`src/rtl/multi_cycle_adder.sv`:
```
// Digit-serial adder/subtractor: adds DIGIT bits per clock, LSB slice first,
// and reports the full-width sum, carry out and signed overflow on a done pulse.
module multi_cycle_adder #(
    parameter int WIDTH = 8,
    parameter int DIGIT = 1
) (
    input  logic             clk,
    input  logic             rst,
    input  logic             start,
    input  logic [WIDTH-1:0] x,
    input  logic [WIDTH-1:0] y,
    input  logic             cin,
    input  logic             sub,
    output logic             busy,
    output logic             done,
    output logic [WIDTH-1:0] out,
    output logic             cout,
    output logic             ovf,
    output logic [1:0]       fsm_state
);

    localparam int N  = WIDTH / DIGIT;
    localparam int CW = (N > 1) ? $clog2(N) : 1;

    generate
        if (WIDTH < 2 || DIGIT < 1 || (WIDTH % DIGIT) != 0) begin : g_bad_params
            $error("multi_cycle_adder: WIDTH must be >= 2 and divisible by DIGIT");
        end
    endgenerate

    typedef enum logic [1:0] {
        IDLE = 2'd0,
        RUN  = 2'd1,
        DONE = 2'd2
    } state_t;

    state_t           state, next_state;
    logic [WIDTH-1:0] a, b, acc, next_acc;
    logic             carry;
    logic [CW-1:0]    cnt;
    logic [DIGIT-1:0] sa, sb;
    logic [DIGIT:0]   slice_sum;
    logic             last;
    logic             load;

    // Handshake: start is a request taken only in IDLE or DONE (busy=0); an
    // accepted start captures x/y/cin/sub, and exactly one done pulse follows
    // N+1 cycles later unless rst intervenes. start seen while busy is dropped.
    always_comb begin
        next_state = state;
        sa         = a[int'(cnt)*DIGIT +: DIGIT];
        sb         = b[int'(cnt)*DIGIT +: DIGIT];
        slice_sum  = {1'b0, sa} + {1'b0, sb} + {{DIGIT{1'b0}}, carry};
        next_acc   = acc;
        next_acc[int'(cnt)*DIGIT +: DIGIT] = slice_sum[DIGIT-1:0];
        last       = (cnt == CW'(N - 1));
        load       = start && (state == IDLE || state == DONE);
        case (state)
            IDLE:    if (start) next_state = RUN;
            RUN:     if (last) next_state = DONE;
            DONE:    next_state = start ? RUN : IDLE;
            default: next_state = IDLE;
        endcase
        busy      = (state == RUN);
        done      = (state == DONE);
        fsm_state = state;
    end

    always_ff @(posedge clk) begin
        if (rst) begin
            state <= IDLE;
            a     <= '0;
            b     <= '0;
            acc   <= '0;
            carry <= 1'b0;
            cnt   <= '0;
            out   <= '0;
            cout  <= 1'b0;
            ovf   <= 1'b0;
        end else begin
            state <= next_state;
            if (load) begin
                a     <= x;
                b     <= sub ? ~y : y;
                carry <= sub ? 1'b1 : cin;
                cnt   <= '0;
                acc   <= '0;
            end else if (state == RUN) begin
                acc   <= next_acc;
                carry <= slice_sum[DIGIT];
                cnt   <= last ? '0 : cnt + 1'b1;
                if (last) begin
                    out  <= next_acc;
                    cout <= slice_sum[DIGIT];
                    // a^b^sum at the MSB recovers the carry into it, wherever it sits in the slice
                    ovf  <= slice_sum[DIGIT] ^ next_acc[WIDTH-1] ^ a[WIDTH-1] ^ b[WIDTH-1];
                end
            end
        end
    end

endmodule

```
`config.mk`:
```
export PLATFORM = sky130hd
export DESIGN_NAME = multi_cycle_adder
export DESIGN_NICKNAME = d
export VERILOG_FILES = /design/src/rtl/multi_cycle_adder.sv
export SDC_FILE = /design/constraint.sdc
export NUM_CORES = 1
export LEC_CHECK = 0
export CORE_MARGIN = 3
export CORE_UTILIZATION = 30
export CTS_CLUSTER_DIAMETER = 120
export DETAILED_ROUTE_END_ITERATION = 8
export PLACE_DENSITY_LB_ADDON = 0.1
export REMOVE_ABC_BUFFERS = 1
export SYNTH_ARGS = -nofsm -noshare
export SYNTH_HDL_FRONTEND = slang
export SYNTH_SLANG_ARGS = --single-unit
```
`constraint.sdc`:
```
create_clock -name clk -period 3 [get_ports clk]
set_input_delay 0.45 -clock clk [delete_from_list [all_inputs] [get_ports clk]]
set_output_delay 0.45 -clock clk [all_outputs]
set_load 0.01 [all_outputs]
```
==> Yosys cells after proc, flatten, opt, wreduce, memory -nomap -nowiden <==
Cells that the tools add are included.
{ "totals": {"regBits": 40, "input_bits": 21} }
{ "classes": {"n_addsub": 4, "eq_ne": 5, "shift": 4, "n_mux": 10, "n_bitwise": 5, "reduce_logical": 7} }
{ "op_table": {"columns": ["cell", "count"], "rows": [
  ["$neg 3->33", 1],
  ["$shift 1x33->8 const A", 1],
  ["$shiftx 1x33->8", 1],
  ["$shiftx 8x4->1", 2],
  ["$bwmux 8", 1],
  ["$mux 8", 1],
  ["$not 8->8", 1],
  ["$pmux 2 s3", 1],
  ["$mux 1", 4],
  ["$mux 2", 2],
  ["$add 3x1->3 const B", 1],
  ["$eq 3x3->1 const B", 1],
  ["$mux 3", 1],
  ["$reduce_and 3->1", 1],
  ["$xor 1x1->1", 3],
  ["$add 1x1->2", 1],
  ["$add 2x1->2", 1],
  ["$eq 2x1->1 const B", 1],
  ["$eq 2x2->1 const B", 1],
  ["$logic_not 2->1", 1],
  ["$ne 2x1->1 const B", 1],
  ["$ne 2x2->1 const B", 1],
  ["$reduce_and 2->1", 1],
  ["$reduce_bool 2->1", 1],
  ["4 further kinds", 4]
]} }

==> Depth between registers and ports, before layout <==
Gate-level depths: netlist of run 1.
{ "depth": {"ltp_word": 8, "ltp_mapped": 9, "depth_no_buf": 8} }

==> Least setup slack after synthesis of run 1 <==
OpenSTA, ideal clock, no wires.
{ "synth_path": {"path_type": "register to register", "start": "register cnt[0]", "end": "register out[6]", "setup_time_ns": 0.079, "t_arrival_ns": 2.444, "path_slack_ns": 0.477, "path_stages_with_launch": 10, "n_path_buf": 1, "period_less_slack_ns": 2.523, "path_cell_list": "dfxtp_1 -> buf_6 -> mux4_1 -> nand2_1 -> nand2_1 -> fa_1 -> nor2b_1 -> and2_1 -> mux2i_1 -> a211oi_2"} }
{ "synth_between": {"elab_chain_cells": 5, "elab_cells_between_ends": 10, "cone_classes": "add/sub (3); eq/ne (1); shift (4); mux (1); reduce/logical (1)"} }
{ "synth_rtl": {"columns": ["element", "line_no", "source"], "rows": [
  ["start: declaration", "40", "logic [CW-1:0] cnt;"],
  ["start signal: assignment", "91", "cnt <= last ? '0 : cnt + 1'b1;"],
  ["$shiftx 8x4->1 (on tied branches)", "51, 52", null],
  ["$add 1x1->2", "53", "slice_sum = {1'b0, sa} + {1'b0, sb} + {{DIGIT{1'b0}}, carry};"],
  ["$add 2x1->2", "53", null],
  ["$shiftx 1x33->8", "55", "next_acc[int'(cnt)*DIGIT +: DIGIT] = slice_sum[DIGIT-1:0];"],
  ["$bwmux 8", "55", null],
  ["end signal: assignment", "93", "out <= next_acc;"],
  ["end: declaration", "16", "output logic [WIDTH-1:0] out,"]
]} }
Several ways; a longest one is shown, not always the timed one.
A chain may end at the register's enable or synchronous reset.

==> Final worst setup path of run 1 <==
Ends and elaborated chain as after synthesis.

==> impl_metrics.env, run 1 <==
export IMPL_gp_congestion=0.733
export IMPL_fmax_ghz=0.399
export IMPL_die_h_microns=89.1
export IMPL_start_util_pct=31.7
export IMPL_synth_edff_count=0
export IMPL_rsz0062_at_grt="no"
export IMPL_period_needed_ps=2510
export IMPL_cts_clk_slew_worst_paths_ps=90
export IMPL_ctsResizeCount=0
export IMPL_synthArstFlopShare_pct=0
export IMPL_worst_path_max_delay_cell="mux4_1"
export IMPL_drive_above_1_share_pct=11.8
export IMPL_reg2reg_slack_ps=490
export IMPL_power_density_nw_per_um2=469
export IMPL_die_w_microns=89.1
export IMPL_firstDrtPassIters=4
export IMPL_synth_common_cells="40 x dfxtp_1, 32 x nand2_1, 29 x nor2_1"
export IMPL_grt_overflow_total=0
export IMPL_seq_area_sq_um=801
export IMPL_synth_top_area_share_pct=38.6
export IMPL_num_antenna_cells=0
export IMPL_synth_most_common_cell="dfxtp_1"
export IMPL_htreeDepth=2
export IMPL_grt_max_degree=27
export IMPL_num_fill_cells=678
export IMPL_final_util_pct=39.4
export IMPL_synth_area_top_cells="dfxtp_1 39%, mux2i_1 6.3%, nand2_1 5.8%"
export IMPL_drt_wl_total_microns=4670
export IMPL_synth_seq_area_share_pct=38.6
export IMPL_synth_top_cell_by_area="dfxtp_1"
export IMPL_crit_chain="mux4_1 -> nand2_1 -> nand2_1 -> fa_1 -> nor2b_1 -> and2_1 -> mux2i_1 -> a211oi_2"
export IMPL_cts_buffer_depth=2
export IMPL_synth_cell_types=39
export IMPL_worstPathArrival_ps=2740
export IMPL_fin_cells=332
export IMPL_drt_iter0_drc=41
export IMPL_fin_skew_ps=9.79
export IMPL_crit_end="out[6]$_SDFFE_PP0P_"
export IMPL_crit_top_cell="nand2_1"
export IMPL_setup_viol_count_final=0
export IMPL_final_max_slew_violation_count=0
export IMPL_vias_per_cell=4.81
export IMPL_fin_worst_hold_slack_ps=459
export IMPL_cts_setup_buffers=0
export IMPL_syn_inst=223
export IMPL_finalSetupTns_ps=0
export IMPL_antenna_left=0
export IMPL_num_rows=29
export IMPL_leakagePower_nw=0.877
export IMPL_dpl_hpwl_microns=3300
export IMPL_final_nets=280
export IMPL_ys_warn_count=0
export IMPL_syn_to_final_growth_pct=24.1
export IMPL_crit_start="cnt[0]$_SDFFE_PP0P_"
export IMPL_ys_ff_latch=40
export IMPL_slowest_delay_ps=590
export IMPL_synthFlopType="dfxtp_1"
export IMPL_grt_pass1_wl_microns=7730
export IMPL_timing_rr_end="out[6]$_SDFFE_PP0P_"
export IMPL_finalCritPeriodShare_pct=83.6
export IMPL_maxCapViolations=0
export IMPL_core_sq_um=6530
export IMPL_final_cell_area_sq_um=2570
export IMPL_cts_sinks=40
export IMPL_start_kind="flip-flop"
export IMPL_insertion_delay_ps=300
export IMPL_cts_tree="built"
export IMPL_dpl_instance_area_sq_um=2460
export IMPL_cp_end_kind="flip-flop"
export IMPL_pin_count=35
export IMPL_die_area_sq_um=7940
export IMPL_drc=0
export IMPL_place_inst=324
export IMPL_globalRouteTotalUtil_pct=12.8
export IMPL_synth_area_sq_um=2070
export IMPL_first_global_vias=1564
export IMPL_slew_limit_headroom_pct=60.2
export IMPL_cts_buffers=5
export IMPL_critPathRequiredTime_ps=3230
export IMPL_ir_worst_vdd_uv=176
export IMPL_cp_max_fo=4
export IMPL_status="complete, no violations"
export IMPL_multi_input_area_sq_um=1150
export IMPL_wire_per_inst_microns=14.1
export IMPL_cts_root_buf="clkbuf_8"
export IMPL_io_buffers=34
export IMPL_timing_rr_start="cnt[0]$_SDFFE_PP0P_"
export IMPL_critical_path_class="reg2reg"
export IMPL_syn_avg_cell_area_sq_um=9.30
export IMPL_ctsHoldBuffers=0
export IMPL_tightest_slew_ps=597
export IMPL_r2r_cells=8
export IMPL_dr_total_vias=1596
export IMPL_hold_violations=0
export IMPL_antenna_found_initial=0
export IMPL_min_path_type="reg2reg"
cells in the final DEF (no fill, tap or decap), drive strengths merged, types with 5 or more instances in the layout:
| master | count |
|---|---|
| a211oi | 15 |
| a21oi | 14 |
| buf | 7 |
| clkbuf | 5 |
| clkdlybuf4s50 | 34 |
| dfxtp | 40 |
| mux2i | 13 |
| nand2 | 32 |
| nand2b | 6 |
| nor2 | 29 |
| nor4b | 5 |
| xnor2 | 11 |
worst max-delay path, delay by kind of cell (launching register included):
kind | cells | cell delay [ps]
mux | 2 | 690
simple gates | 4 | 610
fa+ha+maj | 1 | 500
flops | 1 | 440
compound gates | 1 | 210
per-stage QoR:
step	setup slack [ps]	power [mW]
final	493	1.21
after global routing	275	1.27
after CTS	453	1.22
after floorplan	321	0.688
after global placement	544	0.772
after detailed placement	492	0.772
how the worst min path moves through the flow:
stage | start | endpoint | slack, ps | depth (start not counted)
after global routing | a[6]$_SDFFE_PP0P_ | a[6]$_SDFFE_PP0P_ | 480 | 2
after global placement | a[6]$_SDFFE_PP0P_ | a[6]$_SDFFE_PP0P_ | 450 | 2
after detailed placement | a[6]$_SDFFE_PP0P_ | a[6]$_SDFFE_PP0P_ | 450 | 2
after CTS | a[6]$_SDFFE_PP0P_ | a[6]$_SDFFE_PP0P_ | 460 | 2
after floorplan | a[2]$_SDFFE_PP0P_ | a[2]$_SDFFE_PP0P_ | 430 | 2
final | a[6]$_SDFFE_PP0P_ | a[6]$_SDFFE_PP0P_ | 460 | 2
sequential cells by signal, summed over array words and instances (netlist names):
| name | count |
|---|---|
| out | 8 |
| ovf | 1 |
| acc | 8 |
| carry | 1 |
| cout | 1 |
| a | 8 |
| fsm_state | 2 |
| cnt | 3 |
| b | 8 |
per-layer routing:
metal	track usage (%)	part of all wire [%]
met5	0	0
met4	4.87	1.3
met3	3.13	2.7
met2	20.1	46
met1	16.9	50
area by class of cell:
| class | count | area share (%) |
|---|---|---|
| clock buffers | 5 | 2.67 |
| clock inverters | 3 | 1.65 |
| inverters | 4 | 0.778 |
| multi-input cells | 162 | 44.8 |
| flip-flops and latches | 40 | 31.1 |
| well taps | 77 | 3.74 |
| repair buffers | 41 | 15.3 |
report_power, final:
group / switching [mW] / leakage (nW) / internal, mW / total [mW]
combinational: 0.101 / 0.496 / 0.0906 / 0.191
sequential: 0.0147 / 0.326 / 0.551 / 0.566
clock: 0.203 / 0.0541 / 0.246 / 0.450
kinds of logic (layout without fill, tap and decap cells):
logic type / after synthesis / after routing / synth area share (%)
AND/OR/NAND/NOR: 94 / 94 / 24.4
flip-flops: 40 / 40 / 38.6
AO/OA/AOI/OAI: 35 / 35 / 12.3
buffers and inverters: 21 / 53 / 5.79
multiplexers: 17 / 17 / 10.8
XOR/XNOR: 11 / 11 / 4.65
adder cells (fa/ha/maj): 5 / 5 / 3.38
(Power assumes the default switching activity.)
==> run 2: changes to the inputs <==
==> constraint.sdc (replaced) <==
create_clock -name clk -period 2.5 [get_ports clk]
set_input_delay 0.375 -clock clk [delete_from_list [all_inputs] [get_ports clk]]
set_output_delay 0.375 -clock clk [all_outputs]
set_load 0.01 [all_outputs]
==> run 2 against run 1 <==
Against the previous run:
- final area rose by 1.8%
- core utilization increased by 0.71 points
- clock power about the same
- flip-flop and latch count is the same
- global-route usage decreased by 0.064 points
- count of clock-buffer cells in the layout rose by 2
- fmax increased by 8.1%
- hold slack better by 3.8 ps
- final cell count grew 2.1%
- largest cell class unchanged
==> impl_metrics.env, run 2 (same netlist as run 1, synthesis figures left out) <==
export IMPL_drt_iter0_drc=42
export IMPL_num_rows=29
export IMPL_ir_worst_vdd_uv=220
export IMPL_die_h_microns=89.1
export IMPL_vias_per_cell=4.83
export IMPL_final_util_pct=40.1
export IMPL_crit_chain="mux4_1 -> nand2_1 -> nand2_1 -> fa_1 -> nor2b_2 -> buf_4 -> and2_4 -> mux2i_1 -> nor2_1"
export IMPL_num_antenna_cells=0
export IMPL_maxCapViolations=0
export IMPL_cp_max_fo=4
export IMPL_cts_tree="built"
export IMPL_dpl_hpwl_microns=3500
export IMPL_reg2reg_slack_ps=180
export IMPL_htreeDepth=2
export IMPL_cts_sinks=40
export IMPL_fin_skew_ps=5.07
export IMPL_first_global_vias=1648
export IMPL_final_max_slew_violation_count=0
export IMPL_slowest_delay_ps=560
export IMPL_die_w_microns=89.1
export IMPL_dr_total_vias=1636
export IMPL_rsz0062_at_grt="no"
export IMPL_core_sq_um=6530
export IMPL_min_path_type="reg2reg"
export IMPL_die_area_sq_um=7940
export IMPL_final_cell_area_sq_um=2620
export IMPL_start_util_pct=31.7
export IMPL_grt_pass1_wl_microns=7930
export IMPL_drive_above_1_share_pct=15.3
export IMPL_globalRouteTotalUtil_pct=12.7
export IMPL_hold_path_end="a[4]$_SDFFE_PP0P_"
export IMPL_final_nets=287
export IMPL_worst_path_max_delay_cell="mux4_1"
export IMPL_drt_wl_total_microns=4720
export IMPL_pin_count=35
export IMPL_cp_end_kind="flip-flop"
export IMPL_dpl_instance_area_sq_um=2510
export IMPL_hold_start="a[4]$_SDFFE_PP0P_"
export IMPL_antenna_found_initial=0
export IMPL_leakagePower_nw=0.907
export IMPL_r2r_cells=9
export IMPL_start_kind="flip-flop"
export IMPL_pre_cts_slack_ps=75.4
export IMPL_power_mw=1.37
export IMPL_crit_top_cell="nand2_1"
export IMPL_insertion_delay_ps=290
export IMPL_timing_rr_end="acc[1]$_SDFFE_PP0P_"
export IMPL_setup_viol_count_final=0
export IMPL_status="complete, no violations"
export IMPL_mostFrequentLayoutCell="dfxtp_1"
export IMPL_cts_buffers=5
export IMPL_cts_root_buf="clkbuf_8"
export IMPL_grt_overflow_total=0
export IMPL_setup_ws_ps=182
export IMPL_wire_per_inst_microns=13.9
export IMPL_hold_violations=0
export IMPL_cts_buffer_depth=2
export IMPL_whs_path_depth=2
export IMPL_fmax_ghz=0.431
export IMPL_firstDrtPassIters=4
export IMPL_critical_path_class="reg2reg"
export IMPL_drc=0
export IMPL_gp_congestion=0.744
export IMPL_tightest_slew_ps=558
export IMPL_syn_to_final_growth_pct=26.4
export IMPL_finalCritPeriodShare_pct=92.7
export IMPL_timing_rr_start="cnt[0]$_SDFFE_PP0P_"
export IMPL_io_buffers=34
export IMPL_critPathRequiredTime_ps=2660
export IMPL_worstPathArrival_ps=2480
export IMPL_grt_max_degree=27
export IMPL_antenna_left=0
export IMPL_finalSetupTns_ps=0
export IMPL_slew_limit_headroom_pct=62.8
export IMPL_power_density_nw_per_um2=523
export IMPL_cts_clk_slew_worst_paths_ps=80
export IMPL_period_needed_ps=2320
export IMPL_cts_setup_buffers=0
export IMPL_layout_common_cells="39 x dfxtp_1, 34 x clkdlybuf4s50_1, 32 x nand2_1"
==> run 2: cell count changes in the layout (fill, tap and decap cells not counted) <==
cell / change
and2_4: +2
bufinv_16: -1
clkinv_2: -1
clkbuf_8: +1
dfxtp_1: -1
nor2b_2: +1
dfxtp_4: +1
buf_4: +7
clkbuf_1: +1
nor2b_1: -1
and2_1: -2
==> run 2: per-layer routing <==
metal | part of all wire [%] | wire [microns] | GRT usage (%)
met1 | 50 | 2360 | 17.0
met2 | 46 | 2180 | 21.1
met3 | 3.0 | 141 | 3.04
met4 | 0.72 | 34 | 2.44
met5 | 0 | 0 | 0
==> run 2: report_power, final <==
group | switching, mW | internal, mW
clock network | 0.227 | 0.224
registers | 0.0175 | 0.661
logic | 0.123 | 0.119
total | 0.367 | 1.00
==> run 2: critical path: cells and delay by family, from the launching register on <==
| family | cells | cell delay (ps) |
|---|---|---|
| muxes | 2 | 680 |
| DFF | 1 | 380 |
| buffers and inverters | 1 | 140 |
| and+or+nand+nor | 5 | 530 |
| adders and majority gates | 1 | 460 |
==> run 2: how the worst max path moves through the flow <==
stage	from	to	cells past startpoint
3_5_place_dp	cnt[0]$_SDFFE_PP0P_	out[6]$_SDFFE_PP0P_	8
2_1_floorplan	cnt[0]$_SDFFE_PP0P_	out[6]$_SDFFE_PP0P_	8
4_1_cts	cnt[0]$_SDFFE_PP0P_	out[6]$_SDFFE_PP0P_	8
5_1_grt	cnt[0]$_SDFFE_PP0P_	acc[5]$_SDFFE_PP0P_	9
3_3_place_gp	cnt[0]$_SDFFE_PP0P_	out[2]$_SDFFE_PP0P_	8
6_report	cnt[0]$_SDFFE_PP0P_	acc[1]$_SDFFE_PP0P_	9
==> run 2: layout make-up <==
cell class	instances	area, sq um
clock inverters	1	7.51
inverters	4	20.0
flip-flops and latches	40	805
well taps	77	96.3
clock buffers	7	86.3
fillers	674	3910
multi-input cells	162	1160
repair buffers	48	445
==> run 2: what timing repair did <==
item	CTS	global route
hold buffers	0	0
gates resized for setup	0	5
setup endpoints to repair	0	7
==> run 2: per-stage QoR <==
| stage | hold slack, ps | instances |
|---|---|---|
| global route | 487 | 339 |
| global placement | 450 | 331 |
| CTS | 466 | 339 |
| detailed placement | 454 | 331 |
| floorplan | 427 | 206 |
| finish | 463 | 339 |
